<file path="src/rtl/mvm_relay_pkg.sv">
// Shared types and default sizes for the mvm_vec_relay link stage.
package mvm_relay_pkg;

  localparam int VEC_LEN_DEF   = 12;
  localparam int IN_WIDTH_DEF  = 32;
  localparam int OUT_WIDTH_DEF = 16;

  typedef logic signed [IN_WIDTH_DEF-1:0]  in_word_t;
  typedef logic signed [OUT_WIDTH_DEF-1:0] out_word_t;

  typedef enum logic {
    C_IDLE = 1'b0,
    C_CAPT = 1'b1
  } cap_state_t;

  typedef enum logic [1:0] {
    D_IDLE = 2'd0,
    D_LOAD = 2'd1,
    D_SEND = 2'd2
  } drn_state_t;

  // Ping-pong bank pointer advance.
  function automatic logic next_bank(input logic bank);
    return ~bank;
  endfunction

endpackage

</file>
<file path="src/rtl/mvm_relay_sat.sv">
// Shift, clamp and narrow one upstream result word.
// With MVM_RELAY_RELU_EN defined, negative results are forced to zero after clamping.
module mvm_relay_sat
  import mvm_relay_pkg::*;
#(
  parameter int IN_WIDTH  = IN_WIDTH_DEF,
  parameter int OUT_WIDTH = OUT_WIDTH_DEF,
  parameter int SHIFT     = 0
) (
  input  logic signed [IN_WIDTH-1:0]  word,
  output logic signed [OUT_WIDTH-1:0] narrowed,
  output logic                        saturated
);

  localparam logic signed [IN_WIDTH-1:0] MAX_WIDE =
    {{(IN_WIDTH-OUT_WIDTH+1){1'b0}}, {(OUT_WIDTH-1){1'b1}}};
  localparam logic signed [IN_WIDTH-1:0] MIN_WIDE =
    {{(IN_WIDTH-OUT_WIDTH+1){1'b1}}, {(OUT_WIDTH-1){1'b0}}};
  localparam logic signed [OUT_WIDTH-1:0] MAX_NARROW = {1'b0, {(OUT_WIDTH-1){1'b1}}};
  localparam logic signed [OUT_WIDTH-1:0] MIN_NARROW = {1'b1, {(OUT_WIDTH-1){1'b0}}};

  logic signed [IN_WIDTH-1:0]  shifted;
  logic signed [OUT_WIDTH-1:0] clamped;

  // Arithmetic shift then clamp into the signed output range.
  always_comb begin
    shifted   = word >>> SHIFT;
    clamped   = shifted[OUT_WIDTH-1:0];
    saturated = 1'b0;
    if (shifted > MAX_WIDE) begin
      clamped   = MAX_NARROW;
      saturated = 1'b1;
    end else if (shifted < MIN_WIDE) begin
      clamped   = MIN_NARROW;
      saturated = 1'b1;
    end else begin
      clamped   = shifted[OUT_WIDTH-1:0];
      saturated = 1'b0;
    end
  end

`ifdef MVM_RELAY_RELU_EN
  // ReLU acts on the clamped value; the saturation flag is left untouched.
  always_comb begin
    if (clamped[OUT_WIDTH-1]) begin
      narrowed = {OUT_WIDTH{1'b0}};
    end else begin
      narrowed = clamped;
    end
  end
`else
  assign narrowed = clamped;
`endif

endmodule

</file>
<file path="src/rtl/mvm_vec_relay.sv">
// Captures an mvm result burst into ping-pong banks and replays it as a loadVector burst.
// Optional ReLU on the capture path is enabled by defining MVM_RELAY_RELU_EN.
module mvm_vec_relay
  import mvm_relay_pkg::*;
#(
  parameter int VEC_LEN   = VEC_LEN_DEF,
  parameter int IN_WIDTH  = IN_WIDTH_DEF,
  parameter int OUT_WIDTH = OUT_WIDTH_DEF,
  parameter int SHIFT     = 0
) (
  input  logic                        clk,
  input  logic                        reset,
  input  logic                        mvm_done,
  input  logic signed [IN_WIDTH-1:0]  mvm_data_out,
  input  logic                        dst_ready,
  output logic                        load_vector,
  output logic signed [OUT_WIDTH-1:0] data_in,
  output logic                        sat_event,
  output logic                        overflow
);

  localparam int WC_W = (VEC_LEN > 1) ? $clog2(VEC_LEN) : 1;
  localparam int RC_W = $clog2(VEC_LEN + 1);
  localparam logic [WC_W-1:0] WC_LAST = WC_W'(VEC_LEN - 1);
  localparam logic [RC_W-1:0] RC_END  = RC_W'(VEC_LEN);

  cap_state_t  cap_state;
  drn_state_t  drn_state;
  logic [WC_W-1:0] wc;
  logic [RC_W-1:0] rc;
  logic        skip;
  logic        wptr;
  logic        rptr;
  logic [1:0]  full;
  logic [1:0]  full_next;
  logic        capt_done;
  logic        drain_release;
  logic        bank_free;

  logic signed [OUT_WIDTH-1:0] mem [2][VEC_LEN];
  logic signed [OUT_WIDTH-1:0] conv_word;
  logic                        conv_sat;

  mvm_relay_sat #(
    .IN_WIDTH (IN_WIDTH),
    .OUT_WIDTH(OUT_WIDTH),
    .SHIFT    (SHIFT)
  ) u_sat (
    .word     (mvm_data_out),
    .narrowed (conv_word),
    .saturated(conv_sat)
  );

  assign capt_done     = (cap_state == C_CAPT) && (wc == WC_LAST);
  assign drain_release = (drn_state == D_SEND) && (rc == RC_END);
  // A bank released by the drain on this edge may be reused by a capture starting on it.
  assign bank_free     = !full[wptr] || (drain_release && (rptr == wptr));

  // Bank occupancy: capture sets, drain clears, both may act on the same edge.
  always_comb begin
    full_next = full;
    if (capt_done) begin
      full_next[wptr] = 1'b1;
    end else begin
      full_next[wptr] = full[wptr];
    end
    if (drain_release) begin
      full_next[rptr] = 1'b0;
    end else begin
      full_next[rptr] = full_next[rptr];
    end
  end

  // Bank full flags.
  always_ff @(posedge clk or posedge reset) begin
    if (reset) begin
      full <= 2'b00;
    end else begin
      full <= full_next;
    end
  end

  // Capture FSM, overflow skip counting and saturation pulse.
  always_ff @(posedge clk or posedge reset) begin
    if (reset) begin
      cap_state <= C_IDLE;
      wc        <= {WC_W{1'b0}};
      skip      <= 1'b0;
      wptr      <= 1'b0;
      overflow  <= 1'b0;
      sat_event <= 1'b0;
    end else begin
      sat_event <= (cap_state == C_CAPT) && conv_sat;
      case (cap_state)
        C_IDLE: begin
          if (skip) begin
            if (wc == WC_LAST) begin
              skip <= 1'b0;
              wc   <= {WC_W{1'b0}};
            end else begin
              wc <= wc + WC_W'(1);
            end
          end else if (mvm_done) begin
            wc <= {WC_W{1'b0}};
            if (bank_free) begin
              cap_state <= C_CAPT;
            end else begin
              overflow <= 1'b1;
              skip     <= 1'b1;
            end
          end else begin
            wc <= {WC_W{1'b0}};
          end
        end
        C_CAPT: begin
          if (wc == WC_LAST) begin
            cap_state <= C_IDLE;
            wptr      <= next_bank(wptr);
            wc        <= {WC_W{1'b0}};
          end else begin
            wc <= wc + WC_W'(1);
          end
        end
        default: begin
          cap_state <= C_IDLE;
          wc        <= {WC_W{1'b0}};
          skip      <= 1'b0;
        end
      endcase
    end
  end

  // Bank storage; contents are only meaningful while the matching full flag is set.
  always_ff @(posedge clk) begin
    if (cap_state == C_CAPT) begin
      mem[wptr][wc] <= conv_word;
    end
  end

  // Drain FSM: one load strobe, then VEC_LEN words back to back.
  always_ff @(posedge clk or posedge reset) begin
    if (reset) begin
      drn_state   <= D_IDLE;
      rc          <= {RC_W{1'b0}};
      rptr        <= 1'b0;
      load_vector <= 1'b0;
      data_in     <= {OUT_WIDTH{1'b0}};
    end else begin
      case (drn_state)
        D_IDLE: begin
          data_in <= {OUT_WIDTH{1'b0}};
          rc      <= {RC_W{1'b0}};
          if (full[rptr] && dst_ready) begin
            drn_state   <= D_LOAD;
            load_vector <= 1'b1;
          end else begin
            load_vector <= 1'b0;
          end
        end
        D_LOAD: begin
          load_vector <= 1'b0;
          data_in     <= mem[rptr][{WC_W{1'b0}}];
          rc          <= RC_W'(1);
          drn_state   <= D_SEND;
        end
        D_SEND: begin
          load_vector <= 1'b0;
          if (rc == RC_END) begin
            data_in   <= {OUT_WIDTH{1'b0}};
            rptr      <= next_bank(rptr);
            rc        <= {RC_W{1'b0}};
            drn_state <= D_IDLE;
          end else begin
            data_in <= mem[rptr][rc[WC_W-1:0]];
            rc      <= rc + RC_W'(1);
          end
        end
        default: begin
          drn_state   <= D_IDLE;
          load_vector <= 1'b0;
          data_in     <= {OUT_WIDTH{1'b0}};
          rc          <= {RC_W{1'b0}};
        end
      endcase
    end
  end

endmodule

</file>
<file path="config.mk">
export PLATFORM = sky130hd
export DESIGN_NAME = mvm_vec_relay
export DESIGN_NICKNAME = d
export VERILOG_FILES = /design/src/rtl/mvm_relay_pkg.sv /design/src/rtl/mvm_relay_sat.sv /design/src/rtl/mvm_vec_relay.sv
export SDC_FILE = /design/constraint.sdc
export NUM_CORES = 1
export LEC_CHECK = 0
export CELL_PAD_IN_SITES_DETAIL_PLACEMENT = 2
export CELL_PAD_IN_SITES_GLOBAL_PLACEMENT = 2
export CORE_MARGIN = 8
export CORE_UTILIZATION = 30
export CTS_BUF_LIST = sky130_fd_sc_hd__clkbuf_2 sky130_fd_sc_hd__clkbuf_4 sky130_fd_sc_hd__clkbuf_8
export CTS_CLUSTER_SIZE = 24
export DETAILED_ROUTE_END_ITERATION = 6
export GPL_ROUTABILITY_DRIVEN = 0
export GPL_TIMING_DRIVEN = 1
export HOLD_SLACK_MARGIN = 0.15
export PLACE_DENSITY_LB_ADDON = 0.05
export SLEW_MARGIN = 20
export SYNTH_ARGS = -nofsm -noshare
export SYNTH_HDL_FRONTEND = slang
export SYNTH_SLANG_ARGS = --single-unit
</file>
<file path="constraint.sdc">
create_clock -name clk -period 2.5 [get_ports clk]
set_clock_uncertainty 0.15 [all_clocks]
set_input_delay 0.5 -clock clk [delete_from_list [all_inputs] [get_ports clk]]
set_output_delay 0.5 -clock clk [all_outputs]
set_load 0.005 [all_outputs]
</file>
Yosys cells after proc, flatten, opt, wreduce, memory -nomap -nowiden. Memory sizes are Yosys's and may differ from the RTL's. Index checks and enable logic that the tools add are counted.

Reductions and logical operators: 15. $mul: 0. Multiplexer cells: 45. Bitwise logic cells: 10. Eq/ne operators: 7. Shift-type cells: 0. $lt $le $gt $ge: 9. Add/sub/neg operators: 2. Div/mod/pow operators: 0.

Operators with widths (number): two-way mux 192 bit (1); two-way mux 16 bit (6); binary-select mux 16 bit (select 4 bit) (1); demux 16 bit (select 4 bit) (1); greater-than comparator 32 x 16 -> 1 bit, second input constant (1); < comparator 32 x 16 -> 1 bit, second input constant (1); one-hot mux 16 bit (2 select lines) (1); two-way mux 1 bit (20); one-hot mux 4 bit (2 select lines) (2); two-way mux 4 bit (3); greater-or-equal comparator 5 bit, second input constant (2); NOT 4 -> 5 bit (2); adder 4 x 1 -> 4 bit, second input constant (2); == test 4 bit, second input constant (2); logical AND 1 bit (8); two-way mux 2 bit (4); one-hot mux 2 bit (3 select lines) (1); AND reduction 2 bit (3); < comparator 5 x 1 -> 1 bit, second input constant (1); NOT 1 bit (5); bitwise mux 2 bit (2); < comparator 1 x 2 -> 1 bit, second input constant (2); AND reduction 4 bit (1); AND 2 bit (1); 13 further kinds (15).

Memory bits (writable): 384. Memories: 1. Input bits: 36. ROM bits: 0. Bits in registers: 35. Latch bits: 0.

Memory list: mem (words 2, bits a word 192, read ports 1, clocked after memory_dff 0, write ports 1, line mvm_vec_relay.sv:40) `logic signed [OUT_WIDTH-1:0] mem [2][VEC_LEN];`.

Depth between registers and ports, before layout. Gate-level depths: netlist (run 1).

Depth in word-level cells: 10. Depth in mapped cells: 7. Depth with buffers taken out: 6.

By module. A second synthesis (run 1) with hierarchy kept.

Cell total of the unflattened synthesis: 979. Area, all modules: 16678.5 µm².

Modules (own cells, without submodules): mvm_vec_relay (cells an instance 950, area an instance 16440.8 µm², seq. area each 12406.9 µm², instances 1); mvm_relay_sat (cells an instance 29, area an instance 237.7 µm², seq. area each 0.0 µm², instances 1).

Least setup slack after synthesis (run 1). No wires, ideal clock.

Kind: reg-to-reg. From: reg wptr. To: mem mem[1][144] (netlist name), enable pin. Library setup time: 409 ps. Path buffers: 1. Arrival: 2015 ps. Path slack: -74 ps. Cell stages (with the launch flop): 5. Cells stage by stage: dfrtp_1 clkbuf_1 and2_1 nand2_1 nor3_1.

RTL lines: start, declared (line mvm_vec_relay.sv:32) `logic wptr;`; start signal, assigned (line mvm_vec_relay.sv:118) `wptr <= next_bank(wptr);`; end, declared (line mvm_vec_relay.sv:40).

Straight into the memory's write port.

Worst setup path in the final report (run 1).
From: reg data_in[9]. To: out data_in[9].

RTL lines: start, declared (line mvm_vec_relay.sv:17) `output logic signed [OUT_WIDTH-1:0] data_in,`; start signal, assigned (line mvm_vec_relay.sv:147) `data_in <= {OUT_WIDTH{1'b0}};`; start signal, assigned (line mvm_vec_relay.sv:151) `data_in <= {OUT_WIDTH{1'b0}};`; start signal, assigned (line mvm_vec_relay.sv:162) `data_in <= mem[rptr][{WC_W{1'b0}}];`.

No word-level cell between the ends.

==> results.py, run 1 <==
metrics = {
    "yosys": {
        "avgSynthCellArea_sq_um": 17.1,
        "async_flop_share_pct": 8.35,
        "synth_seq_cells": 419,
        "syn_area_sq_um": 16800,
        "ys_seq_area_share_pct": 74.0,
        "syn-instance-count": 978,
        "synth_top_cell_area_share_pct": 68.8,
        "ys.flop_type": "edfxtp_1",
        "yosys-top-cells-area": "edfxtp_1 (69%), mux2i_1 (12%), dfrtp_1 (5.2%)",
        "syn_nets": 1024,
        "synth_edf_count": 384,
        "synth.distinct_cells": 44,
        "yosys_warnings": 0,
        "yosysTopAreaCell": "edfxtp_1",
    },
    "pwr": {
        "total_power_mw": 18.7,
        "ir_drop_uv": 295,
        "cellLeakagePower_nw": 6.67,
        "power.density_nw_per_um2": 899,
    },
    "die": {
        "core-area_sq_um": 55200,
        "dieWidth_um": 252,
        "initial_core_util_pct": 30.4,
        "die_h_um": 252,
        "rows": 86,
        "ios": 55,
        "dieArea_sq_um": 63700,
    },
    "cts": {
        "holdBufCountCts": 1,
        "h-tree-depth": 3,
        "cts.clk_slew.worst_paths_ns": 0.06,
        "clock_path_buffers": 3,
        "cts_resized": 0,
        "insertion_delay_ns": 0.65,
        "cts_buffers": 76,
        "postCtsSetupRepairBufs": 0,
        "root_buffer": "clkbuf_8",
        "cts_tree": "yes",
        "cts_num_sinks": 419,
    },
    "detailed_routing": {
        "first_iter_violations": 459,
        "ant_nets": 0,
        "routed_wl_um": 54300,
        "wl_per_cell_um": 27.7,
        "drc": 0,
        "firstDrtPassIters": 4,
        "vias": 9595,
        "viasPerCell": 4.90,
    },
    "global_route": {
        "grt_pass1_wl_um": 78000,
        "grt_max_degree": 42,
        "grt_util_all_layers_pct": 17.2,
        "antenna_found_initial": 3,
        "overflow": 0,
        "grt_pass1_vias": 10800,
    },
    "worst_setup_path": {
        "cp_slowest_cell": "clkdlybuf4s50_1",
        "r2r-start": "drn_state[0]",
        "crit_path_end": "data_in[9]",
        "cp_num_buf_inv": 1,
        "ff2ff_setup_slack_ns": 0.30,
        "reg2reg_depth": 6,
        "endpoint_kind": "output pin",
        "r2r-end": "skip",
        "crit_family": "buffers and inverters",
        "worst-path-max-fanout": 1,
        "cp.required_ns": 1.85,
        "cp.depth": 1,
        "crit_path_max_incr_delay_ns": 0.60,
        "crit_path_start_kind": "register",
        "cp_cell_sequence": "clkdlybuf4s50_1",
        "worst_ep_arrival_time_ns": 1.71,
        "critPathLaunch": "data_in[9]",
        "critPathKind": "reg -> out",
    },
    "timing": {
        "drv_slew": 0,
        "tightest_slew_ns": 0.540,
        "setup_violations": 0,
        "max_freq_mhz": 423,
        "rsz0062_at_grt": "no",
        "final.min_clock_period_ns": 2.36,
        "slew_headroom_pct": 64.0,
        "hold_viol_final": 0,
        "post-route-period-util_pct": 94.5,
    },
    "placed_design": {
        "portBuffers": 54,
        "dp_hpwl_um": 32800,
    },
    "layout": {
        "layout_commonest_cell": "edfxtp_1",
        "area_delta_synth_final_pct": 24.4,
        "nets": 1194,
        "final_cell_mix": "edfxtp_1 (384), mux2i_1 (193), clkbuf_8 (84)",
        "nFillCells": 5385,
        "drive_gt1_share_pct": 20.7,
        "utilization_pct": 37.8,
    },
    "run": {
        "cap_violations": 0,
    },
    "min_path": {
        "hp-start": "overflow",
        "hold_class": "reg -> reg",
    },
    "outcome": {
        "status": "completed",
    },
}
-- registers in the layout, summed over array words and instances, names as in the netlist, 2 cells and up --
signal     count
drn_state      2
full           2
mem          384
wc             4
data_in       16
rc             4
-- synthesized netlist by cell type, types with 2 or more instances --
cell type and count:
a21oi_1 19, a221oi_1 6, a221oi_2 9, a22oi_1 64, a31o_2 2, and2_1 7
and3_1 11, buf_2 18, buf_4 12, buf_6 11, clkbuf_1 11, dfrtp_1 35
edfxtp_1 384, ha_1 10, inv_1 11, mux2_2 3, mux2i_1 193, nand2_1 46
nand2b_1 2, nand3_1 34, nand4_1 5, nor2_1 17, nor2b_1 6, nor3_1 3
nor4_1 4, o2111ai_1 16, o21a_1 16, o21ai_0 3, o22a_1 3, xnor2_1 3
-- layer usage --
metal | vias up | part of all wire, % | global-route usage, % | wire length [um]
met5 | - | 0 | 0 | 0
met4 | 0 | 2.0 | 5.36 | 1110
met2 | 202 | 51 | 30.8 | 27900
met3 | 78 | 4.5 | 3.91 | 2430
li1 | 4243 | - | - | -
met1 | 5072 | 42 | 20.4 | 22900
-- cell type report --
class                           instances  area (sq um)  share of cell area (%)
Antenna cell                            1          2.50                  0.0120
Clock buffer                          113          1370                    6.59
Timing Repair Buffer                  146          1880                    9.03
Sequential cell                       419         12400                    59.5
Tap cell                              748           936                    4.49
Clock inverter                         28           186                   0.894
Inverter                               11          41.3                   0.198
Multi-Input combinational cell        494          4020                    19.3
-- stage by stage --
| stage | hold slack (ns) | TNS [ns] | setup WS, ns | instances | cell area (sq um) |
|---|---|---|---|---|---|
| 4_1_cts | 0.251 | 0 | 0.0587 | 1959 | 20900 |
| 3_3_place_gp | 0.299 | -25.91 | -0.0853 | 1817 | 19300 |
| 2_1_floorplan | 0.316 | 0 | 0.0273 | 978 | 16800 |
| 6_report | 0.314 | 0 | 0.137 | 1960 | 20900 |
| 3_5_place_dp | 0.306 | -32.29 | -0.100 | 1817 | 19300 |
| 5_1_grt | 0.306 | 0 | 0.0942 | 1960 | 20900 |
-- cell families after synthesis --
family | Yosys count | synth area share, %
adder cells (fa/ha/maj) | 10 | 0.746
AO/OA/AOI/OAI | 144 | 6.84
flip-flops | 419 | 74.0
multiplexers | 196 | 11.7
AND/OR/NAND/NOR | 140 | 4.11
buffers and inverters | 65 | 2.38
XOR/XNOR | 4 | 0.209
-- how the worst min path moves through the flow --
stage,cells after the start,end
detailed placement,1,overflow
global route,2,load_vector
finish,1,overflow
global placement,1,overflow
floorplan,1,overflow
CTS,2,load_vector
-- report_power, final --
| part | internal, mW | leakage (nW) | switching (mW) | total [mW] |
|---|---|---|---|---|
| clock | 3.73 | 0.822 | 2.89 | 6.62 |
| combinational | 1.13 | 1.90 | 2.05 | 3.19 |
| sequential | 8.60 | 3.95 | 0.333 | 8.94 |
| total | 13.5 | 6.67 | 5.28 | 18.7 |
Power figures use the tool's default switching activity.
==> run 2, diff against run 1 <==
- CAP_MARGIN: not set -> 15
- PLACE_DENSITY: not set -> 0.56
- PLACE_DENSITY_LB_ADDON: 0.05 -> not set
==> run 2 against run 1 <==
Against the previous run: wire length down 3.2%; utilization down 0.38 points; cell area down 1.0%.
==> results.py, run 2 (same netlist as run 1, synthesis figures left out) <==
metrics = {
    "worst_setup_path": {
        "crit_family": "buffers and inverters",
        "endpoint_kind": "output pin",
        "cp_num_buf_inv": 1,
        "cp.required_ns": 1.85,
        "critPathKind": "reg -> out",
        "critPathLaunch": "data_in[9]",
        "cp.depth": 1,
        "cp_slowest_cell": "clkdlybuf4s50_1",
        "crit_path_start_kind": "register",
        "crit_path_end": "data_in[9]",
        "reg2reg_depth": 7,
        "worst_ep_arrival_time_ns": 1.68,
        "r2r-end": "data_in[2]",
        "crit_path_max_incr_delay_ns": 0.56,
        "worst-path-max-fanout": 1,
        "r2r-start": "drn_state[0]",
        "cp_cell_sequence": "clkdlybuf4s50_1",
        "ff2ff_setup_slack_ns": 0.25,
    },
    "detailed_routing": {
        "wl_per_cell_um": 27.0,
        "ant_nets": 0,
        "vias": 9707,
        "drc": 0,
        "firstDrtPassIters": 5,
        "first_iter_violations": 791,
        "viasPerCell": 4.98,
        "routed_wl_um": 52500,
    },
    "layout": {
        "area_delta_synth_final_pct": 23.1,
        "final_cell_mix": "edfxtp_1 (384), mux2i_1 (193), clkbuf_8 (86)",
        "utilization_pct": 37.4,
        "stdcell_count": 1948,
        "top_register": "mem",
        "nets": 1183,
        "fin_area_sq_um": 20600,
        "layout_commonest_cell": "edfxtp_1",
        "largest_register_ffs": 384,
        "top_regs": "mem x384, data_in x16",
        "drive_gt1_share_pct": 20.3,
    },
    "cts": {
        "cts_num_sinks": 419,
        "clock_path_buffers": 3,
        "h-tree-depth": 3,
        "root_buffer": "clkbuf_8",
        "cts.clk_slew.worst_paths_ns": 0.06,
        "cts_buffers": 78,
        "insertion_delay_ns": 0.66,
        "cts_resized": 0,
        "cts_tree": "yes",
    },
    "timing": {
        "final.min_clock_period_ns": 2.33,
        "hold_ws_ns": 0.294,
        "slew_headroom_pct": 67.0,
        "max_freq_mhz": 429,
        "setup_violations": 0,
        "drv_slew": 0,
        "post-route-period-util_pct": 93.2,
        "rsz0062_at_grt": "no",
        "fin_ws_ns": 0.170,
        "tightest_slew_ns": 0.493,
        "hold_viol_final": 0,
    },
    "die": {
        "core-area_sq_um": 55200,
        "die_h_um": 252,
        "rows": 86,
        "initial_core_util_pct": 30.4,
        "dieArea_sq_um": 63700,
        "dieWidth_um": 252,
        "ios": 55,
    },
    "placed_design": {
        "dpl.cell_count": 1804,
        "portBuffers": 54,
        "dp_hpwl_um": 30100,
        "placed_area_sq_um": 19100,
        "dp_slack_ns": -0.0381,
    },
    "pwr": {
        "power.density_nw_per_um2": 905,
        "ir_drop_uv": 503,
        "cellLeakagePower_nw": 6.57,
    },
    "global_route": {
        "grt_pass1_vias": 10600,
        "grt_util_all_layers_pct": 16.5,
        "antenna_found_initial": 3,
        "grt_pass1_wl_um": 74900,
        "overflow": 0,
        "grt_max_degree": 49,
    },
    "min_path": {
        "hold_class": "in -> reg",
    },
    "run": {
        "cap_violations": 0,
    },
    "outcome": {
        "status": "completed",
    },
}
[run 2: cell count changes in the layout (fill, tap and decap cells not counted)]
cell / change
buf_4: -4
clkinv_2: -1
clkinvlp_4: -1
clkbuf_8: +2
inv_8: +2
clkbuf_4: +5
clkinv_1: -4
bufinv_16: -2
buf_12: -9
[run 2: per-stage QoR]
stage                     setup TNS, ns  total power [mW]
after floorplan                       0              10.3
after global placement            -7.78              12.2
after detailed placement          -6.24              12.3
after CTS                             0              19.0
after global routing                  0              19.5
final                                 0              18.7
[run 2: metal layers]
metal	vias up	GRT usage, %	wire length [um]
li1	4211	-	-
met1	5184	21.1	23400
met2	218	27.7	25700
met3	92	3.17	2040
met4	2	5.62	1410
met5	-	0	15
[run 2: worst min path at each step]
stage / cells after the start / start / slack (ns) / to
after floorplan: 1 / overflow / 0.32 / overflow
after global placement: 1 / overflow / 0.30 / overflow
after global routing: 2 / dst_ready / 0.27 / load_vector
after CTS: 2 / dst_ready / 0.24 / load_vector
after detailed placement: 1 / overflow / 0.31 / overflow
final: 2 / dst_ready / 0.29 / load_vector
[run 2: layout make-up]
class                   instances  area [sq um]
repair buffers                133          1670
inverters                      11          41.3
clock inverters                22           121
diodes                          1          2.50
flip-flops and latches        419         12400
clock buffers                 120          1440
multi-input cells             494          4020
fillers                      5377         34600
well taps                     748           936
[run 2: report_power, final]
part,leakage [nW],internal [mW],switching [mW]
clock network,0.833,3.68,2.91
logic,1.79,1.10,2.06
registers,3.95,8.61,0.325
[run 2: repair_timing]
action | CTS | global route
hold buffers | 1 | 0
hold endpoints to repair | 35 | 0
setup buffers | 0 | 0
